--- src/rtl/clint_pkg.sv ---
// Shared constants, types and helpers for the core-local interruptor.
package clint_pkg;

    localparam int unsigned ADDR_W     = 32;
    localparam int unsigned DATA_W     = 32;
    localparam int unsigned STRB_W     = DATA_W / 8;
    localparam int unsigned OFF_W      = 16;
    localparam int unsigned TIME_W     = 64;
    localparam int unsigned TICK_CNT_W = 16;

    // Low bits inside the 64 KiB window; the rest must match the base.
    localparam logic [ADDR_W-1:0] WIN_MASK = 32'h0000_FFFF;

    localparam logic [OFF_W-1:0] OFF_MSIP        = 16'h0000;
    localparam logic [OFF_W-1:0] OFF_MTIMECMP_LO = 16'h4000;
    localparam logic [OFF_W-1:0] OFF_MTIMECMP_HI = 16'h4004;
    localparam logic [OFF_W-1:0] OFF_MTIME_LO    = 16'hBFF8;
    localparam logic [OFF_W-1:0] OFF_MTIME_HI    = 16'hBFFC;

    localparam logic [TIME_W-1:0] MTIMECMP_RST = '1;

    typedef enum logic [0:0] {
        ST_IDLE = 1'b0,
        ST_RESP = 1'b1
    } state_e;

    typedef enum logic [2:0] {
        REG_MSIP,
        REG_CMP_LO,
        REG_CMP_HI,
        REG_TIME_LO,
        REG_TIME_HI,
        REG_NONE
    } reg_sel_e;

    // Response payload held while waiting for resp_ready.
    typedef struct packed {
        logic [DATA_W-1:0] rdata;
        logic              err;
    } resp_t;

    // Byte-lane merge: enabled lanes take new data, others keep old.
    function automatic logic [DATA_W-1:0] merge_bytes(
        input logic [DATA_W-1:0] old_val,
        input logic [DATA_W-1:0] new_val,
        input logic [STRB_W-1:0] strb
    );
        logic [DATA_W-1:0] res;
        for (int i = 0; i < int'(STRB_W); i++) begin
            res[8*i +: 8] = strb[i] ? new_val[8*i +: 8] : old_val[8*i +: 8];
        end
        return res;
    endfunction

endpackage

--- src/rtl/clint_tick_gen.sv ---
// Divides clk into a one-cycle tick every TICK_DIV cycles.
module clint_tick_gen
    import clint_pkg::*;
#(
    parameter int unsigned TICK_DIV = 1
) (
    input  logic clk,
    input  logic reset,
    output logic tick
);

    localparam logic [TICK_CNT_W-1:0] CNT_MAX = TICK_CNT_W'(TICK_DIV - 1);

    logic [TICK_CNT_W-1:0] cnt_q;
    logic [TICK_CNT_W-1:0] cnt_d;
    logic                  tick_q;

    // Next counter value, wrapping at TICK_DIV-1.
    always_comb begin
        cnt_d = cnt_q + TICK_CNT_W'(1);
        if (cnt_q == CNT_MAX) begin
            cnt_d = '0;
        end
    end

    // Counter and registered tick; tick is high while the counter sits at CNT_MAX.
    always_ff @(posedge clk) begin
        if (reset) begin
            cnt_q  <= '0;
            tick_q <= (CNT_MAX == '0);
        end else begin
            cnt_q  <= cnt_d;
            tick_q <= (cnt_d == CNT_MAX);
        end
    end

    assign tick = tick_q;

endmodule

--- src/rtl/clint_ctrl.sv ---
// Core-local interruptor: msip, mtime and mtimecmp behind a valid/ready port.
module clint_ctrl
    import clint_pkg::*;
#(
    parameter logic [ADDR_W-1:0] BASE_ADDR = 32'h0200_0000,
    parameter int unsigned       TICK_DIV  = 1
) (
    input  logic              clk,
    input  logic              reset,
    input  logic              req_valid,
    output logic              req_ready,
    input  logic              req_we,
    input  logic [ADDR_W-1:0] req_addr,
    input  logic [DATA_W-1:0] req_wdata,
    input  logic [STRB_W-1:0] req_wstrb,
    output logic              resp_valid,
    input  logic              resp_ready,
    output logic [DATA_W-1:0] resp_rdata,
    output logic              resp_err,
    output logic              mtip,
    output logic              msip
);

    state_e            state_q, state_d;
    logic              req_ready_q, req_ready_d;
    logic              resp_valid_q, resp_valid_d;
    resp_t             resp_q, resp_d;

    logic [TIME_W-1:0] mtime_q, mtime_d, mtime_inc;
    logic [TIME_W-1:0] mtimecmp_q, mtimecmp_d;
    logic [DATA_W-1:0] hi_shadow_q, hi_shadow_d;
    logic              msip_q, msip_d;
    logic              mtip_q;

    logic              tick;
    logic              accept;
    logic              wr_en;
    logic              in_window;
    logic [OFF_W-1:0]  offset;
    reg_sel_e          reg_sel;
    logic [DATA_W-1:0] rd_data;

    clint_tick_gen #(
        .TICK_DIV (TICK_DIV)
    ) u_tick_gen (
        .clk   (clk),
        .reset (reset),
        .tick  (tick)
    );

    assign accept = req_valid && (state_q == ST_IDLE);
    assign wr_en  = accept && req_we;

    // Address decode; misaligned or unmapped addresses select nothing.
    always_comb begin
        in_window = ((req_addr & ~WIN_MASK) == (BASE_ADDR & ~WIN_MASK));
        offset    = req_addr[OFF_W-1:0];
        reg_sel   = REG_NONE;
        if (in_window && (req_addr[1:0] == 2'b00)) begin
            case (offset)
                OFF_MSIP:        reg_sel = REG_MSIP;
                OFF_MTIMECMP_LO: reg_sel = REG_CMP_LO;
                OFF_MTIMECMP_HI: reg_sel = REG_CMP_HI;
                OFF_MTIME_LO:    reg_sel = REG_TIME_LO;
                OFF_MTIME_HI:    reg_sel = REG_TIME_HI;
                default:         reg_sel = REG_NONE;
            endcase
        end
    end

    // Read mux; the high half of mtime comes from the shadow for tear-free reads.
    always_comb begin
        rd_data = '0;
        case (reg_sel)
            REG_MSIP:    rd_data = {{(DATA_W-1){1'b0}}, msip_q};
            REG_CMP_LO:  rd_data = mtimecmp_q[31:0];
            REG_CMP_HI:  rd_data = mtimecmp_q[63:32];
            REG_TIME_LO: rd_data = mtime_q[31:0];
            REG_TIME_HI: rd_data = hi_shadow_q;
            default:     rd_data = '0;
        endcase
    end

    // Handshake FSM next state and next response payload.
    always_comb begin
        state_d      = state_q;
        resp_valid_d = resp_valid_q;
        resp_d       = resp_q;
        case (state_q)
            ST_IDLE: begin
                if (req_valid) begin
                    state_d      = ST_RESP;
                    resp_valid_d = 1'b1;
                    resp_d.err   = (reg_sel == REG_NONE);
                    resp_d.rdata = (req_we || (reg_sel == REG_NONE)) ? '0 : rd_data;
                end
            end
            ST_RESP: begin
                if (resp_ready) begin
                    state_d      = ST_IDLE;
                    resp_valid_d = 1'b0;
                    resp_d       = '0;
                end
            end
            default: begin
                state_d      = ST_IDLE;
                resp_valid_d = 1'b0;
                resp_d       = '0;
            end
        endcase
        req_ready_d = (state_d == ST_IDLE);
    end

    // FSM and response registers.
    always_ff @(posedge clk) begin
        if (reset) begin
            state_q      <= ST_IDLE;
            req_ready_q  <= 1'b1;
            resp_valid_q <= 1'b0;
            resp_q       <= '0;
        end else begin
            state_q      <= state_d;
            req_ready_q  <= req_ready_d;
            resp_valid_q <= resp_valid_d;
            resp_q       <= resp_d;
        end
    end

    // Register next values; a write to mtime merges over the ticked value.
    always_comb begin
        mtime_inc   = mtime_q + TIME_W'(tick);
        mtime_d     = mtime_inc;
        mtimecmp_d  = mtimecmp_q;
        msip_d      = msip_q;
        hi_shadow_d = hi_shadow_q;
        if (wr_en) begin
            case (reg_sel)
                REG_MSIP: begin
                    if (req_wstrb[0]) begin
                        msip_d = req_wdata[0];
                    end
                end
                REG_CMP_LO:  mtimecmp_d[31:0]  = merge_bytes(mtimecmp_q[31:0], req_wdata, req_wstrb);
                REG_CMP_HI:  mtimecmp_d[63:32] = merge_bytes(mtimecmp_q[63:32], req_wdata, req_wstrb);
                REG_TIME_LO: mtime_d[31:0]     = merge_bytes(mtime_inc[31:0], req_wdata, req_wstrb);
                REG_TIME_HI: mtime_d[63:32]    = merge_bytes(mtime_inc[63:32], req_wdata, req_wstrb);
                default: ;
            endcase
        end
        if (accept && !req_we && (reg_sel == REG_TIME_LO)) begin
            hi_shadow_d = mtime_q[63:32];
        end
    end

    // Timer, compare, shadow and software-interrupt registers.
    always_ff @(posedge clk) begin
        if (reset) begin
            mtime_q     <= '0;
            mtimecmp_q  <= MTIMECMP_RST;
            hi_shadow_q <= '0;
            msip_q      <= 1'b0;
            mtip_q      <= 1'b0;
        end else begin
            mtime_q     <= mtime_d;
            mtimecmp_q  <= mtimecmp_d;
            hi_shadow_q <= hi_shadow_d;
            msip_q      <= msip_d;
            mtip_q      <= (mtime_q >= mtimecmp_q);
        end
    end

    assign req_ready  = req_ready_q;
    assign resp_valid = resp_valid_q;
    assign resp_rdata = resp_q.rdata;
    assign resp_err   = resp_q.err;
    assign mtip       = mtip_q;
    assign msip       = msip_q;

endmodule

--- config.mk ---
export PLATFORM = sky130hd
export DESIGN_NAME = clint_ctrl
export DESIGN_NICKNAME = d
export VERILOG_FILES = /design/src/rtl/clint_pkg.sv /design/src/rtl/clint_tick_gen.sv /design/src/rtl/clint_ctrl.sv
export SDC_FILE = /design/constraint.sdc
export NUM_CORES = 1
export LEC_CHECK = 0
export BUFFER_PORTS_ARGS = -buffer_cell sky130_fd_sc_hd__buf_2
export CAP_MARGIN = 20
export CORE_MARGIN = 4
export CORE_UTILIZATION = 60
export CTS_CLUSTER_SIZE = 12
export DETAILED_ROUTE_END_ITERATION = 6
export PLACE_DENSITY_LB_ADDON = 0.25
export SYNTH_ARGS = -nofsm -noshare
export SYNTH_HDL_FRONTEND = slang
export SYNTH_HIERARCHICAL = 1
export SYNTH_SLANG_ARGS = --single-unit
--- constraint.sdc ---
create_clock -name clk -period 2.7 [get_ports clk]
set_input_delay 0.135 -clock clk [delete_from_list [all_inputs] [get_ports clk]]
set_output_delay 0.135 -clock clk [all_outputs]
set_load 0.1 [all_outputs]
Yosys cells after proc, flatten, opt, wreduce, memory -nomap -nowiden:

Index checks and enable logic that the tools add are counted.

* input port bits: 73
* output and inout bits: 37
* word-level logic and storage cells: 83
* register bits after elaboration: 215

* bitwise gates (word level): 2
* add/sub/neg operators: 2
* equal/unequal tests: 12
* muxes and demuxes: 25
* reductions and logical operators: 22
* $lt $le $gt $ge: 1

Operators with widths (count)
* one-hot mux 32 bit (5 select lines): 1
* two-way mux 32 bit: 3
* two-way mux 33 bit: 2
* one-hot mux 33 bit (2 select lines): 1
* adder 64 x 1 -> 64 bit: 1
* >= comparator 64 bit: 1
* two-way mux 64 bit: 1
* two-way mux 8 bit: 8
* zero test 16 bit: 3
* equality test 16 x 15 -> 1 bit (second input constant): 2
* equality test 16 bit (second input constant): 2
* AND reduction 3 bit: 9
* adder 16 x 1 -> 16 bit (second input constant): 1
* equality test 16 x 10 -> 1 bit (second input constant): 1
* two-way mux 16 bit: 1
* one-hot mux 3 bit (5 select lines): 1
* equality test 3 x 2 -> 1 bit (second input constant): 2
* equality test 3 bit (second input constant): 2
* logical AND 1 bit: 5
* two-way mux 1 bit: 4
* != test 2 bit (second input constant): 2
* one-hot mux 1 bit (2 select lines): 2
* equality test 3 x 1 -> 1 bit (second input constant): 1
* zero test 3 bit: 1
* other kinds (6): 7

Logic depth before layout (Yosys ltp):

* depth after elaboration: 8
* depth in mapped cells: 9
* gate-level depth less buffers: 8

By module:

Netlist, hierarchy kept.

Modules (own cells, without submodules)
* clint_ctrl: cells an instance 1317, times used 1, seq. area each 3963.8 µm², area each 10939.2 µm²
* clint_tick_gen: cells an instance 120, times used 1, seq. area each 340.3 µm², area each 988.4 µm²

Worst setup path after synthesis:

No wires, ideal clock.

* kind: register to register
* start: reg mtime_q[0]
* end: reg mtime_q[54]
* required time: 2.582 ns
* stages on the path, launching flop included: 10
* clock period less this slack: 2.080 ns
* setup time: 0.118 ns
* path buffers: 1
* arrival time: 1.961 ns
* setup slack: 0.620 ns
* path through: dfxtp_1 -> ha_1 -> ha_1 -> nand2_1 -> nor4_1 -> nand3_1 -> buf_2 -> nor3_1 -> xnor2_1 -> o2bb2ai_1

* word-level cells in the longest chain between the ends: 4

Ends and longest elaborated chain
* start: declaration: line clint_ctrl.sv:29 `logic [TIME_W-1:0] mtime_q, mtime_d, mtime_inc;`
* start signal: assignment: line clint_ctrl.sv:164 `mtime_q <= mtime_d;`
* adder 64 x 1 -> 64 bit *: line clint_ctrl.sv:131 `mtime_inc = mtime_q + TIME_W'(tick);`
* two-way mux 8 bit: line clint_pkg.sv:50 `res[8*i +: 8] = strb[i] ? new_val[8*i +: 8] : old_val[8*i +: 8];`
* two-way mux 32 bit: line clint_ctrl.sv:137 `case (reg_sel)`
* two-way mux 64 bit *: line clint_ctrl.sv:136 `if (wr_en) begin`

Mark *: on every way between the ends. The rest lies on a longest branch, timed or not.
A chain may end at the register's enable or synchronous reset.

Final worst setup path:

* start: reg mtime_q[0]
* end: reg mtip_q (netlist: mtip)

* word-level cells in the longest chain between the ends: 1

Ends and longest elaborated chain
* >= comparator 64 bit: line clint_ctrl.sv:168 `mtip_q <= (mtime_q >= mtimecmp_q);`
* end signal: assignment: line clint_ctrl.sv:168
* end: declaration: line clint_ctrl.sv:33 `logic mtip_q;`

No other way between the ends.

==> results.toml <==
[outcome]
status = "finished, final reports clean"

[routing]
drtPass1Iterations = 5
drt_iter0_markers = 966
vias_per_cell = 6.045
wl_per_cell_um = 18.58
route.detailed.drc = 0
ant_nets = 0
wl_um = 34540
num_vias = 11237

[critical_path]
start_kind = "flip-flop"
critPathMaxStageDelay_ns = 0.41
critical_path.endpoint_type = "flip-flop"
crit_start = "mtime_q[0]"
crit_required_ns = 3.11
crit_buf_inv = 1
crit_type = "reg -> reg"
crit_chain = "inv_1 -> ha_1 -> nand2b_1 -> a2111o_1 -> a21oi_1 -> o21ai_0 -> a2111oi_0 -> o21ai_0"
arrival_ns = 2.84
slowest_stage = "a2111o_1"
rr_startpoint = "mtime_q[0]"
path_delay_family = "compound AO/OA/AOI/OAI gates"
cp_max_fo = 3
cpMostUsedCell = "o21ai_0"

[clock_tree]
cts_buffers = 24
clk_pin_slew_ns = 0.06
cts_tree = "built"
clk_latency_ns = 0.53
cts.sinks = 215
cts_buffer_depth = 3
htreeDepth = 1
postCtsSetupBuffers = 0
root_buffer = "clkbuf_16"
post_cts_resized = 0

[timing]
tns_ns = 0
setup_viol_count_final = 0
finClkSkew_ns = 0.02760
worst_pin_slew_ns = 0.7257
max_freq_mhz = 410.9
post-route-period-util_pct = 90.14
period_needed_ns = 2.434
slew-limit-headroom_pct = 51.17
drv_slew = 0
hold_viol = 0
rsz0062_at_grt = "no"

[pwr]
switchingPower_mw = 1.534
peakVddDrop_uv = 452.9
power.density_nw_per_um2 = 475.0
p_seq_share_pct = 47.9
p_leak_nw = 6.238
intPower_mw = 5.131
swShare_pct = 23.01
combinationalPowerShare_pct = 4.8
p_clk_share_pct = 47.3

[layout]
final_area_um2 = 14030
final_cell_mix = "dfxtp_1 (215), nand2_1 (207), nor2_1 (132)"
syn_to_final_growth_pct = 17.63
nets = 1718
drive_gt1_share_pct = 13.68
layout_commonest_cell = "dfxtp_1"
final_core_util_pct = 71.86

[floorplan]
initial_core_util_pct = 61.09
dieHeight_um = 149.0
io_pins = 110
fp-row-count = 51
dieArea_um2 = 22200
core_area_um2 = 19530
chipWidth_um = 149.0

[global_routing]
antenna_found_initial = 0
grt_overflow_total = 0
grt_pass1_wl_um = 56740
grt_max_degree = 60
grt_pass1_vias = 11201
grtUsageTotal_pct = 30.97

[placement]
dpl_cell_area_um2 = 12910
dp_hpwl_um = 24170
gp_congestion = 0.9176
port_buffers = 109

[synth]
synthCells = 1437
ys.flop_type = "dfxtp_1"
synthDistinctLibCells = 63
async_flop_share_pct = 0
avgSynthCellArea_um2 = 8.300
syn_nets = 1578
synth_seq_cells = 215
synth-edff-count = 0
yosysWarnings = 6
syn-cell-area_um2 = 11930
seq_area_frac_synth_pct = 36.09

[hold_path]
hold_start = "req_wstrb[2]"
min_path_type = "in -> reg"

[flow_run]
drv_cap = 0
==> synth_stat cells (3+ instances only) <==
cell type,number,area (um^2)
o211ai_1,34,255.2
mux2i_1,72,720.7
and3_1,12,75.07
inv_1,84,315.3
nand4_2,5,62.56
a21o_1,5,37.54
and4_1,6,52.55
buf_6,4,45.04
clkbuf_1,50,187.7
a41o_1,3,30.03
nor4_4,3,63.81
nand3_1,39,195.2
and2_0,3,18.77
or4_1,3,22.52
a2111oi_0,3,26.28
or3_1,3,18.77
o2bb2a_1,32,320.3
buf_2,20,100.1
o2bb2ai_1,7,61.31
and2_1,5,31.28
nor2_1,132,495.5
o21ai_1,8,40.04
buf_1,5,18.77
a211oi_1,46,345.3
a21oi_1,95,475.5
nand4_1,49,306.5
a22oi_1,34,255.2
nand2_1,207,777.0
xnor2_1,43,376.6
nand2_4,3,33.78
nor3_1,29,145.1
nor2b_1,4,25.02
dfxtp_1,215,4304
nor4_1,22,137.6
ha_1,68,850.8
o21ai_0,16,80.08
xor2_1,32,280.3
nand2b_1,4,25.02
==> per-stage QoR <==
| stage | power, mW | std cells | hold WS [ns] | setup WS, ns |
|---|---|---|---|---|
| 6_report | 6.664 | 1859 | 0.2114 | 0.2663 |
| 5_1_grt | 6.840 | 1858 | 0.2183 | 0.02713 |
| 4_1_cts | 6.687 | 1858 | 0.1855 | 0.2658 |
| 3_5_place_dp | 3.532 | 1780 | 0.4099 | 0.2497 |
| 3_3_place_gp | 3.519 | 1779 | 0.4061 | 0.2951 |
| 2_1_floorplan | 3.381 | 1437 | 0.2436 | 0.6203 |
==> cell type report <==
type,count,area (um^2)
Fill cell,1526,5495
Multi-Input combinational cell,1058,6970
Tap cell,265,331.6
Antenna cell,1,2.502
Clock buffer,38,723.2
Timing Repair Buffer,194,1346
Inverter,84,315.3
Clock inverter,4,37.54
Sequential cell,215,4304
==> final timing paths <==
kind / endpoint / slack [ns] / cells past startpoint
worst max register to register: mtip / 0.27 / 8
worst max-delay path: mtip / 0.27 / 8
worst min register to register: hi_shadow_q[25] / 0.45 / 2
worst min-delay path: mtime_q[48] / 0.21 / 4
==> cells by family after synthesis <==
family / count (synthesis) / synth area share, %
DFF: 215 / 36.09
muxes: 74 / 6.252
buffers and inverters: 164 / 5.633
and+or+nand+nor: 542 / 22.05
AOI/OAI and AO/OA: 299 / 17.34
xor gates and xnor gates: 75 / 5.507
adders and majority gates: 68 / 7.133
==> tightest hold or removal path: stages <==
cell and delay, ns:
buf_2 0.09, and3_1 0.26, nand2_4 0.14, a211oi_1 0.06
==> flip-flops by register name (all words and copies together) (netlist names), 16 cells and up <==
name and count:
mtime_q 64, hi_shadow_q 32, resp_rdata 32, mtimecmp_q 64, u_tick_gen/cnt_q 16
==> layer usage <==
metal	global-route usage, %	vias up	part of all wire (%)
met2	53.59	394	49
met1	39.79	5346	42
li1	-	5411	-
met5	0	-	0
met3	3.829	86	5.9
met4	11.26	0	3.3
==> timing repair <==
| action | CTS | global route |
|---|---|---|
| hold buffers | 36 | 0 |
| setup endpoints to repair | 0 | 0 |
| hold endpoints to repair | 133 | 0 |
==> power by group through the flow <==
| stage | clock network (mW) | registers, mW | logic, mW |
|---|---|---|---|
| after global placement | 0 | 3.26 | 0.261 |
| after CTS | 3.18 | 3.19 | 0.316 |
| after global routing | 3.31 | 3.19 | 0.341 |
| after detailed placement | 0 | 3.26 | 0.273 |
| final | 3.15 | 3.19 | 0.322 |
| after floorplan | 0 | 3.28 | 0.0970 |
(Power assumes the default switching activity.)
